### config.mk
export PLATFORM = sky130hd
export DESIGN_NAME = load_store_unit
export DESIGN_NICKNAME = d
export VERILOG_FILES = /design/src/rtl/mips_mem_pkg.sv /design/src/rtl/lsu_align.sv /design/src/rtl/load_store_unit.sv
export SDC_FILE = /design/constraint.sdc
export NUM_CORES = 1
export LEC_CHECK = 0
export CORE_ASPECT_RATIO = 2
export CORE_MARGIN = 3
export CORE_UTILIZATION = 42
export DETAILED_ROUTE_END_ITERATION = 12
export GPL_TIMING_DRIVEN = 0
export PLACE_DENSITY = 0.8
export SLEW_MARGIN = 0
export SYNTH_ARGS = -nofsm -noshare
export SYNTH_HDL_FRONTEND = slang
export SYNTH_SLANG_ARGS = --single-unit
### constraint.sdc
create_clock -name clk -period 3.5 [get_ports clk]
set_input_delay 0.35 -clock clk [delete_from_list [all_inputs] [get_ports clk]]
set_output_delay 0.35 -clock clk [all_outputs]
set_load 0.01 [all_outputs]
### src/rtl/mips_mem_pkg.sv
// Shared encodings, FSM states and the latched request payload for the load/store unit.
package mips_mem_pkg;

  localparam int unsigned MEM_WORDS_DEFAULT = 1000;

  localparam logic [1:0] SIZE_BYTE = 2'b00;
  localparam logic [1:0] SIZE_HALF = 2'b01;
  localparam logic [1:0] SIZE_WORD = 2'b10;
  localparam logic [1:0] SIZE_ILL  = 2'b11;

  typedef enum logic [1:0] {
    IDLE,
    LOAD_WAIT,
    RMW_READ,
    RMW_WRITE
  } lsu_state_e;

  // Only the low halfword of store data is needed after acceptance (sub-word stores).
  typedef struct packed {
    logic [1:0]  size;
    logic        is_unsigned;
    logic [31:0] addr;
    logic [15:0] wdata;
  } lsu_req_t;

endpackage

### src/rtl/lsu_align.sv
// Combinational lane logic: load extract/extend and store read-modify-write merge.
module lsu_align
  import mips_mem_pkg::*;
(
  input  logic [31:0] rdata,
  input  logic [31:0] wdata,
  input  logic [1:0]  lane,
  input  logic [1:0]  size,
  input  logic        is_unsigned,
  output logic [31:0] load_data_c,
  output logic [31:0] merged_c
);

  logic [7:0]  byte_v;
  logic [15:0] half_v;

  always_comb begin
    byte_v      = 8'(rdata >> {lane, 3'b000});
    half_v      = 16'(rdata >> {lane[1], 4'b0000});
    load_data_c = rdata;
    merged_c    = wdata;
    case (size)
      SIZE_BYTE: begin
        load_data_c = is_unsigned ? {24'b0, byte_v} : {{24{byte_v[7]}}, byte_v};
        merged_c    = rdata;
        merged_c[{lane, 3'b000} +: 8] = wdata[7:0];
      end
      SIZE_HALF: begin
        load_data_c = is_unsigned ? {16'b0, half_v} : {{16{half_v[15]}}, half_v};
        merged_c    = rdata;
        merged_c[{lane[1], 4'b0000} +: 16] = wdata[15:0];
      end
      default: ;
    endcase
  end

endmodule

### src/rtl/load_store_unit.sv
// MEM-stage load/store unit: aligned loads, word stores and sub-word read-modify-write.
module load_store_unit
  import mips_mem_pkg::*;
#(
  parameter int unsigned MEM_WORDS = MEM_WORDS_DEFAULT
) (
  input  logic        clk,
  input  logic        rst_n,
  input  logic        req_valid,
  input  logic        req_write,
  input  logic [1:0]  req_size,
  input  logic        req_unsigned,
  input  logic [31:0] req_addr,
  input  logic [31:0] req_wdata,
  output logic        stall,
  output logic        load_valid,
  output logic [31:0] load_data,
  output logic        misalign,
  output logic        range_err,
  output logic [31:0] mem_address,
  output logic        mem_read,
  output logic        mem_write,
  output logic [31:0] mem_wdata,
  input  logic [31:0] mem_rdata
);

  lsu_state_e  state_q, state_d;
  lsu_req_t    req_q, req_d;
  logic [31:0] merge_q, merge_d;
  logic [31:0] word_idx;
  logic [31:0] q_word_idx;
  logic        bad_align;
  logic        out_of_range;
  logic [31:0] extract;
  logic [31:0] merged;

  assign word_idx     = {2'b00, req_addr[31:2]};
  assign q_word_idx   = {2'b00, req_q.addr[31:2]};
  assign bad_align    = (req_size == SIZE_ILL)
                     || ((req_size == SIZE_HALF) && req_addr[0])
                     || ((req_size == SIZE_WORD) && (req_addr[1:0] != 2'b00));
  assign out_of_range = word_idx >= 32'(MEM_WORDS);

  lsu_align u_align (
    .rdata       (mem_rdata),
    .wdata       ({16'b0, req_q.wdata}),
    .lane        (req_q.addr[1:0]),
    .size        (req_q.size),
    .is_unsigned (req_q.is_unsigned),
    .load_data_c (extract),
    .merged_c    (merged)
  );

  // State, latched request and merge word
  always_ff @(posedge clk or negedge rst_n) begin
    if (!rst_n) begin
      state_q <= IDLE;
      req_q   <= '0;
      merge_q <= '0;
    end else begin
      state_q <= state_d;
      req_q   <= req_d;
      merge_q <= merge_d;
    end
  end

  // Next state and strobes; the IDLE decode is gated by rst_n so reset zeroes every output
  always_comb begin
    state_d     = state_q;
    req_d       = req_q;
    merge_d     = merge_q;
    stall       = 1'b0;
    load_valid  = 1'b0;
    load_data   = '0;
    misalign    = 1'b0;
    range_err   = 1'b0;
    mem_address = '0;
    mem_read    = 1'b0;
    mem_write   = 1'b0;
    mem_wdata   = '0;
    case (state_q)
      IDLE: begin
        if (req_valid && rst_n) begin
          mem_address = word_idx;
          if (bad_align) begin
            misalign = 1'b1;
          end else if (out_of_range) begin
            range_err = 1'b1;
          end else if (req_write && (req_size == SIZE_WORD)) begin
            mem_write = 1'b1;
            mem_wdata = req_wdata;
          end else begin
            mem_read = 1'b1;
            stall    = 1'b1;
            req_d    = '{size: req_size, is_unsigned: req_unsigned,
                         addr: req_addr, wdata: req_wdata[15:0]};
            state_d  = req_write ? RMW_READ : LOAD_WAIT;
          end
        end
      end
      LOAD_WAIT: begin
        mem_address = q_word_idx;
        load_valid  = 1'b1;
        load_data   = extract;
        state_d     = IDLE;
      end
      RMW_READ: begin
        mem_address = q_word_idx;
        stall       = 1'b1;
        merge_d     = merged;
        state_d     = RMW_WRITE;
      end
      RMW_WRITE: begin
        mem_address = q_word_idx;
        mem_write   = 1'b1;
        mem_wdata   = merge_q;
        state_d     = IDLE;
      end
      default: state_d = IDLE;
    endcase
  end

endmodule

Yosys cells after proc, flatten, opt, wreduce, memory -nomap -nowiden. Cells that the tools add are included.

Shift operators: 6. $lt $le $gt $ge: 1. Add/subtract/negate cells: 2. Reductions and logical operators: 13. Bitwise logic cells: 3. Mux-type cells: 39. Eq/ne operators: 11.

Operators by type and width (number): $pmux W32 S2 (4); $mux W32 (7); $bwmux W32 (2); $shift A16 B7 Y32 const A (1); $shift A8 B7 Y32 const A (1); $shiftx A16 B7 Y32 (1); $shiftx A8 B7 Y32 (1); $shr A32 B5 Y16 (1); $shr A32 B5 Y8 (1); $ge A30 B10 Y1 const B (1); $mux W30 (1); $mux W1 (17); $neg A5 Y7 (2); $mux W2 (5); $eq A2 B2 Y1 const B (4); $ne A2 B2 Y1 const B (4); $eq A2 B1 Y1 const B (3); $pmux W2 S3 (1); $reduce_and A5 Y1 (1); $logic_and A1 B1 Y1 (4); $logic_not A2 Y1 (2); $pmux W1 S2 (2); $reduce_and A4 Y1 (1); $not A1 Y1 (3); 4 further kinds (5).

Bits of input ports: 103. Register bits: 85. Logic and storage cells: 81. Output and inout port bits: 102.

Longest topological paths before layout. Gate-level depths: netlist of the first run.

Word-level depth: 7. Depth in mapped cells: 9. Gate-level depth less buffers: 7.

By module. A second synthesis of the first run with hierarchy kept.

Cell total of the unflattened synthesis: 770. Area total of the unflattened synthesis: 6824.0 µm².

Modules (own cells, without submodules): load_store_unit (area each 4929.7 µm², seq. area each 2127.0 µm², cells an instance 472, times used 1); lsu_align (area each 1894.3 µm², seq. area each 0.0 µm², cells an instance 298, times used 1).

Worst setup path after synthesis of the first run. No wires, ideal clock.

Kind: reg-to-reg. Start: register req_q[16] (netlist bit). End: register merge_q[16]. Period minus slack after synthesis: 2.452 ns. Buffers on the path: 1. Stages on the path, launching flop included: 9. Slack: 1.048 ns. Data required time: 3.417 ns. Arrival time: 2.369 ns. Setup time: 0.083 ns. Path through: dfrtp_1 -> buf_2 -> inv_1 -> ha_1 -> inv_1 -> nor4_1 -> a221oi_1 -> a211o_1 -> o21ai_0.

Longest elaborated chain between the ends: 4. Elaborated cells between the ends (all ways): 5. Classes of those cells: add/sub (1); shift (2); mux (2).

RTL lines: start: declaration (RTL line load_store_unit.sv:28) `lsu_req_t req_q, req_d;`; start signal: assignment (RTL line load_store_unit.sv:62) `req_q <= req_d;`; $neg A5 Y7 (*) (RTL line lsu_align.sv:26) `merged_c[{lane, 3'b000} +: 8] = wdata[7:0];`; $shiftx A8 B7 Y32 / $shift A8 B7 Y32 (equally long branches) (RTL line lsu_align.sv:26); $bwmux W32 (*) (RTL line lsu_align.sv:26); $pmux W32 S2 (*) (RTL line lsu_align.sv:22) `case (size)`; end signal: assignment (RTL line load_store_unit.sv:63) `merge_q <= merge_d;`; end: declaration (RTL line load_store_unit.sv:29) `logic [31:0] merge_q, merge_d;`.

Every way passes the cells marked *; elsewhere a longest branch is shown, timed or not. A chain may end at the register's enable or synchronous reset.

Worst setup path after layout of the first run.
Start: input port req_addr[30]. End: output port mem_wdata[27].

Longest elaborated chain between the ends: 5.

RTL lines: start: declaration (RTL line load_store_unit.sv:13) `input logic [31:0] req_addr,`; $ge A30 B10 Y1 (RTL line load_store_unit.sv:42) `assign out_of_range = word_idx >= 32'(MEM_WORDS);`; $mux W32 (RTL line load_store_unit.sv:87) `end else if (out_of_range) begin`; $mux W32 (RTL line load_store_unit.sv:85) `if (bad_align) begin`; $mux W32 (RTL line load_store_unit.sv:83) `if (req_valid && rst_n) begin`; $pmux W32 S2 (RTL line load_store_unit.sv:81) `case (state_q)`; end: declaration (RTL line load_store_unit.sv:23) `output logic [31:0] mem_wdata,`.

Every way passes these cells.

==> reports/qor.txt, run 1 <==
Syn-to-layout area delta: 46.8%
Number of synthesized register bits: 85
Core area: 12800 um^2
Die Wd: 87.2 um
Worst Tran Pin Value: 751 ps
Largest net degree at the start of global routing: 56
Worst-path fanout max: 10
Overflow after GRT: 0
Bufs and invs on worst path: 4
Post-synth cell types: 46
Pwr/cell area: 494 nW/um^2
Switching share of power: 35.9%
Register Area: 2130 um^2
Area of the mapped netlist: 5540 um^2
First-pass GRT wire length: 33700 um
Reg2Reg Setup Slack: 540 ps
Post-DP HPWL: 17800 um
Total CTS buffers: 9
Slowest CP cell: clkdlybuf4s50_1
Routed vias: 5725
Cell area after layout: 8130 um^2
Post-layout min period: 3450 ps
Final Max Tran Viols: 0
DRT Pass-1 Iters: 5
Rows: 58
Internal Power: 2.57 mW
Post-synth top flop: dfrtp_1
Post-Synthesis Cells: 605
Remaining antenna violation count after routing: 0
Clock power share: 22.9%
Arrival time at the worst endpoint: 3100 ps
N_diodes: 0
CTS clk-pin slew, worst paths: 60 ps
Outcome: completed
Final Cycle Share: 98.5%
Final hold slack: 13.6 ps
IO Port Bufs: 202
Psw: 1.44 mW
Final GP Congestion: 0.967
Multi-input gate area: 2960 um^2
DRC: 0
Hold Fails Final Rpt: 0
Leak: 3.43 nW
Place WS: -55.2 ps
Vias in the first global route: 6235
Non-filler cells, final: 980
Fin util: 63.7%
Skew final: 8.77 ps
Critical-path cell list: clkdlybuf4s50_1, nor4_2, nand3_1, nor3_4, and4b_1, buf_2, buf_2, a22o_1, clkdlybuf4s50_1
Critical path endpoint category: output pin
CTS tree: done
Via density: 5.84
Part of the power in registers: 32.6%
Clock Root Buffer: clkbuf_16
Wirelength, routed: 22100 um
Drt wl/cell: 22.6 um
Setup crit start kind: primary input
Clock latency at the later pin of the worst-skew pair: 330 ps
Req. time, crit path: 3150 ps
Combinational share of power: 44.5%
Post-synth ARST share: 100%
RR Startpoint: req_q[16]
R2r endpoint: merge_q[18]
Clk sink count: 85
Nets: 937
Crit path max-delay family: buffers and inverters
Hold WC Path Type: in2async
Final WS setup: 53.8 ps
Average cell area after synthesis: 9.15 um^2
Htree depth: 3
Slew margin rel.: 50.0%
Initial antenna violation count: 0
Fraction of final layout cells sized beyond drive strength 1: 10.5%
Max Root-Sink Buffers: 2
Worst path max stage delay: 550 ps
1st-iter DRT viols: 371
Number of synthesized flops with an enable pin: 0
Max_cap viols: 0
Worst Path Class, Setup: in2out
Filler instances: 1092
Starting Density: 43.4%
Fmax: 290 MHz
R2r worst-path depth: 9
Sequential area share after synthesis: 38.4%
Io pins: 205
Die Ht: 168 um
Max VDD drop: 0.310 mV
Synth warn: 0
Placed Instance Area: 7780 um^2
Die area: 14700 um^2
Gr usage total: 30.1%
Placed Instances: 959
Final setup vio count: 0
==> cells by family (layout without fill, tap and decap cells) <==
logic type / count (synthesis) / after routing / synth area share, %
compound gates: 200 / 200 / 25.5
simple gates: 143 / 143 / 13.1
buf+inv: 112 / 336 / 8.43
flops: 85 / 85 / 38.4
mux: 55 / 55 / 12.4
fa+ha+maj: 9 / 9 / 2.03
other cells: 1 / 2 / 0.0677
==> worst max path at each step <==
stage                  startpoint       endpoint  slack, ps  cells past startpoint
global route         req_addr[30]  mem_wdata[27]        -10                      9
global placement            rst_n  mem_wdata[27]      -2720                      8
CTS                 mem_rdata[23]  load_data[28]         20                      8
floorplan               req_q[16]    merge_q[16]       1050                      8
finish               req_addr[30]  mem_wdata[27]         50                      9
detailed placement   req_addr[30]  mem_wdata[27]        -60                      9
==> state kept, by name (all words and copies together), names as in the netlist <==
signal      cells
state_q         2
merge_q        32
q_word_idx     30
req_q          21
==> Yosys cell counts (2+ instances only) <==
master    instances  area [um^2]
mux2i_1          16          160
nand2_1          48          180
a221oi_1         15          131
nand3b_1          2         15.0
ha_1              9          113
buf_4             2         15.0
inv_1            61          229
o21ai_0          57          285
and4b_1           3         30.0
a22o_1           32          280
buf_2             7         35.0
nor4_1            6         37.5
nand4_1           2         12.5
nand3_1           3         15.0
a21boi_0          7         52.6
and2_1           22          138
buf_6             4         45.0
nand3b_2          2         22.5
dfrtp_1          85         2130
a31oi_1           2         12.5
nor2_1           37          139
a21o_1           17          128
or2_2             2         12.5
a211o_1          15          131
nor3_1            6         30.0
a21oi_1          21          105
mux4_2            8          180
clkbuf_1         33          124
a222oi_1          8         80.1
nand2b_1          4         25.0
a22oi_1          15          113
o221ai_1          7         61.3
buf_1             4         15.0
mux2_2           31          349
==> what timing repair did <==
item,in CTS,in global routing
buffers inserted,0,4
pin swaps,0,2
resized for setup,2,6
hold buffers,1,0
setup endpoints to repair,35,41
endpoints found under the hold margin,31,0
==> worst register-to-register path, delay by kind of cell (launching register included) <==
| family | cells | cell delay, ps |
|---|---|---|
| flops | 1 | 530 |
| buf+inv | 4 | 930 |
| simple gates | 1 | 570 |
| compound gates | 3 | 490 |
| fa+ha+maj | 1 | 350 |
==> per-layer routing <==
| metal | track usage, % | wire length [um] |
|---|---|---|
| met1 | 29.7 | 7280 |
| met2 | 56.6 | 12300 |
| met3 | 5.00 | 1290 |
| met4 | 17.4 | 1310 |
| met5 | 0 | 0 |
==> area by class of cell <==
class                   count  area share (%)
multi-input cells         409            36.4
flip-flops and latches     85            26.2
repair buffers            209            25.9
clock buffers              12            3.15
plain buffers              49            2.88
inverters                  62            2.86
well taps                 150            2.31
clock inverters             4           0.400
==> stage by stage <==
stage	total power, mW	setup TNS [ps]
5_1_grt	4.22	-11.1
2_1_floorplan	2.15	0
3_3_place_gp	3.02	-324940
4_1_cts	4.01	0
3_5_place_dp	3.08	-145
6_report	4.01	0
==> power by group through the flow <==
stage,sequential [mW],combinational [mW],clock (mW)
2_1_floorplan,1.27,0.878,0
3_5_place_dp,1.32,1.75,0
6_report,1.31,1.79,0.917
5_1_grt,1.33,1.93,0.969
4_1_cts,1.31,1.77,0.925
3_3_place_gp,1.32,1.71,0
==> placed cells by master (no fill, tap or decap), types with 16 or more instances in the layout <==
| cell | n |
|---|---|
| clkdlybuf4s50_1 | 201 |
| mux2i_1 | 16 |
| inv_1 | 61 |
| mux2_2 | 31 |
| and2_1 | 22 |
| a21oi_1 | 21 |
| nand2_1 | 48 |
| clkbuf_1 | 31 |
| a22o_1 | 32 |
| nor2_1 | 36 |
| a21o_1 | 17 |
| dfrtp_1 | 85 |
| o21ai_0 | 57 |
(Power assumes the default switching activity.)
==> inputs of run 2 (changes only) <==
Settings changed: ABC_AREA from default to 1, CELL_PAD_IN_SITES_DETAIL_PLACEMENT from default to 1, CELL_PAD_IN_SITES_GLOBAL_PLACEMENT from default to 1, CORE_UTILIZATION 42 to 32, PLACE_DENSITY 0.8 to 0.86.
==> run 2 against run 1 <==
Net effect:
- die area is 41% higher
- combinational power up 20%
- clock power rose by 24%
- sequential share of layout area down 2.0 points
- count of clock-buffer cells in the layout down 1
- flip-flop and latch count unchanged
- via count up 28%
- first-iteration DRC count is 15% lower
- critical endpoint is now mem_wdata[7]
==> reports/qor.txt, run 2 <==
XOR/XNOR Fraction of Synth Area: 0%
Total CTS buffers: 9
Synth warn: 0
RSZ-0062 raised after global routing: false
Multiplexer area fraction after synthesis: 0%
Starting Density: 32.8%
Number of synthesized flops with an enable pin: 0
DRT Pass-1 Iters: 4
Compound-Gate Fraction of Synth Area: 22.5%
Largest family of logic cells by synthesized area: simple AND/OR/NAND/NOR gates
Leak: 3.75 nW
Skew final: 7.97 ps
Rows: 70
Final GP Congestion: 0.950
Post-layout min period: 3290 ps
DR top layer: met4
Non-filler cells, final: 1395
Wirelength, routed: 29400 um
Initial antenna violation count: 0
Htree depth: 3
Largest cells by area after synthesis: dfrtp_1, nand2_1, o21ai_0
Outcome: completed
Final WS setup: 210 ps
Clock latency at the later pin of the worst-skew pair: 350 ps
Place WS: 284 ps
Power consumption: 4.47 mW
Nets: 1250
Commonest cells after routing, fill and taps aside: clkdlybuf4s50_1, nand2_1, nor2_1
Clk sink count: 85
Post-synth cell types: 35
Metal2 WL: 16100 um
Worst Path Class, Setup: reg2out
Hold Fails Final Rpt: 0
Final Cycle Share: 94.0%
Via density: 5.24
Post-synth top flop: dfrtp_1
Routed vias: 7315
Max VDD drop: 0.396 mV
Post-synth top cells: nand2_1, nor2_1, o21ai_0
Area of the mapped netlist: 6070 um^2
Remaining antenna violation count after routing: 0
Max FFs per register: 32
N_diodes: 0
Most frequent cell after synthesis: nand2_1
Die Wd: 103 um
Final hold slack: 3.07 ps
Synth Area in Adders: 1.86%
IO Port Bufs: 202
DRC: 0
Pwr/cell area: 508 nW/um^2
Setup crit start kind: flop
Number of synthesized register bits: 85
Final Max Tran Viols: 0
Io pins: 205
1st-iter DRT viols: 315
Largest net degree at the start of global routing: 66
WL met3: 1360 um
Post-CTS Setup Bufs: 0
Post-Synthesis Cells: 922
Worst-path fanout max: 10
Overflow after GRT: 0
CTS tree: done
Worst Tran Pin Value: 1070 ps
Hold WC Path Type: in2async
Core area: 18500 um^2
Critical path endpoint category: output pin
First-pass GRT wire length: 45200 um
Die area: 20800 um^2
Setup Total Neg Slack: 0 ps
Slew margin rel.: 28.7%
Final setup vio count: 0
Max_cap viols: 0
Die Ht: 201 um
Commonest non-fill, non-tap cell in the layout: clkdlybuf4s50_1
Vias in the first global route: 8110
Post-synth ARST share: 100%
Filler instances: 2396
Arrival time at the worst endpoint: 2940 ps
Area leader, netlist: dfrtp_1
Fmax: 304 MHz
Synth top area share: 35.1%
Metal-1 WL: 9930 um
Placed Instances: 1378
Average cell area after synthesis: 6.58 um^2
Sequential area share after synthesis: 35.1%
Largest register by flop count: merge_q
Gr usage total: 28.9%
Clock Root Buffer: clkbuf_16
Post-DP HPWL: 24100 um
Max Root-Sink Buffers: 2
CTS clk-pin slew, worst paths: 70 ps
Fraction of final layout cells sized beyond drive strength 1: 5.16%
Simple-Gate Fraction of Synth Area: 29.2%
Drt wl/cell: 21.0 um
Req. time, crit path: 3150 ps
Syn-to-layout area delta: 45.0%
## run 2: cell count changes in the layout (fill, tap and decap cells not counted), sizes merged, moves of 21 or more
| cell | before | now |
|---|---|---|
| nand2 | 48 | 192 |
| and2 | 22 | 1 |
| a22o | 32 | 0 |
| inv | 61 | 98 |
| o21ai | 58 | 105 |
| a31oi | 2 | 23 |
| mux2 | 31 | 0 |
| nor2 | 37 | 125 |
| nand3 | 3 | 76 |
| a21oi | 21 | 86 |
## run 2: critical path: stages, from the launching register on
cell             delay [ps]
dfrtp_1                 430
inv_1                   120
ha_1                    190
buf_2                   230
nand2_1                  90
nor2_2                  260
buf_2                   330
nand3_1                 110
a21oi_1                 230
clkdlybuf4s50_1         590
## run 2: path summary, 6_finish.rpt
check / from / cells after the start / end / slack [ps]
setup / recovery: state_q[0] / 9 / mem_wdata[7] / 210
hold / removal: rst_n / 2 / q_word_idx[8] / 3
setup reg to reg: req_q[17] / 11 / merge_q[1] / 450
hold reg to reg: q_word_idx[26] / 2 / q_word_idx[26] / 480
max in group asynchronous: rst_n / 2 / req_q[50] / 2070
min in group clk: q_word_idx[26] / 2 / q_word_idx[26] / 480
## run 2: cell families (layout without fill, tap and decap cells)
kind of cell	count (synthesis)	count (layout)
flops	85	85
other cells	1	2
simple gates	416	416
buf+inv	165	385
fa+ha+maj	9	9
compound gates	246	246
## run 2: cell type report
type / instances / area (um^2) / area share (%)
Multi-Input combinational cell: 673 / 3260 / 37.1
Sequential cell: 85 / 2130 / 24.2
Timing Repair Buffer: 204 / 2060 / 23.4
Inverter: 99 / 374 / 4.25
Tap cell: 252 / 315 / 3.58
Buffer: 66 / 313 / 3.56
Clock buffer: 11 / 243 / 2.76
Clock inverter: 5 / 108 / 1.22
## run 2: report_power, final
group | switching [mW] | internal, mW
combinational | 1.23 | 0.914
sequential | 0.0864 | 1.09
clock | 0.423 | 0.721
total | 1.74 | 2.73
## run 2: timing repair
item                                   in CTS  in global routing
setup endpoints to repair                   0                 19
resized for setup                           0                  1
endpoints found under the hold margin      20                  0
hold buffers                                1                  0
## run 2: per-layer routing
metal / up-vias / global-route usage, %
li1: 3465 / -
met1: 3528 / 28.0
met2: 243 / 52.7
met3: 79 / 4.77
met4: 0 / 19.7
met5: - / 0
## run 2: stage by stage
stage	util [%]	cell area [um^2]
after floorplan	-	6070
after global placement	45.5	8410
after detailed placement	45.6	8430
after CTS	47.6	8790
after global routing	47.6	8800
final	47.6	8800
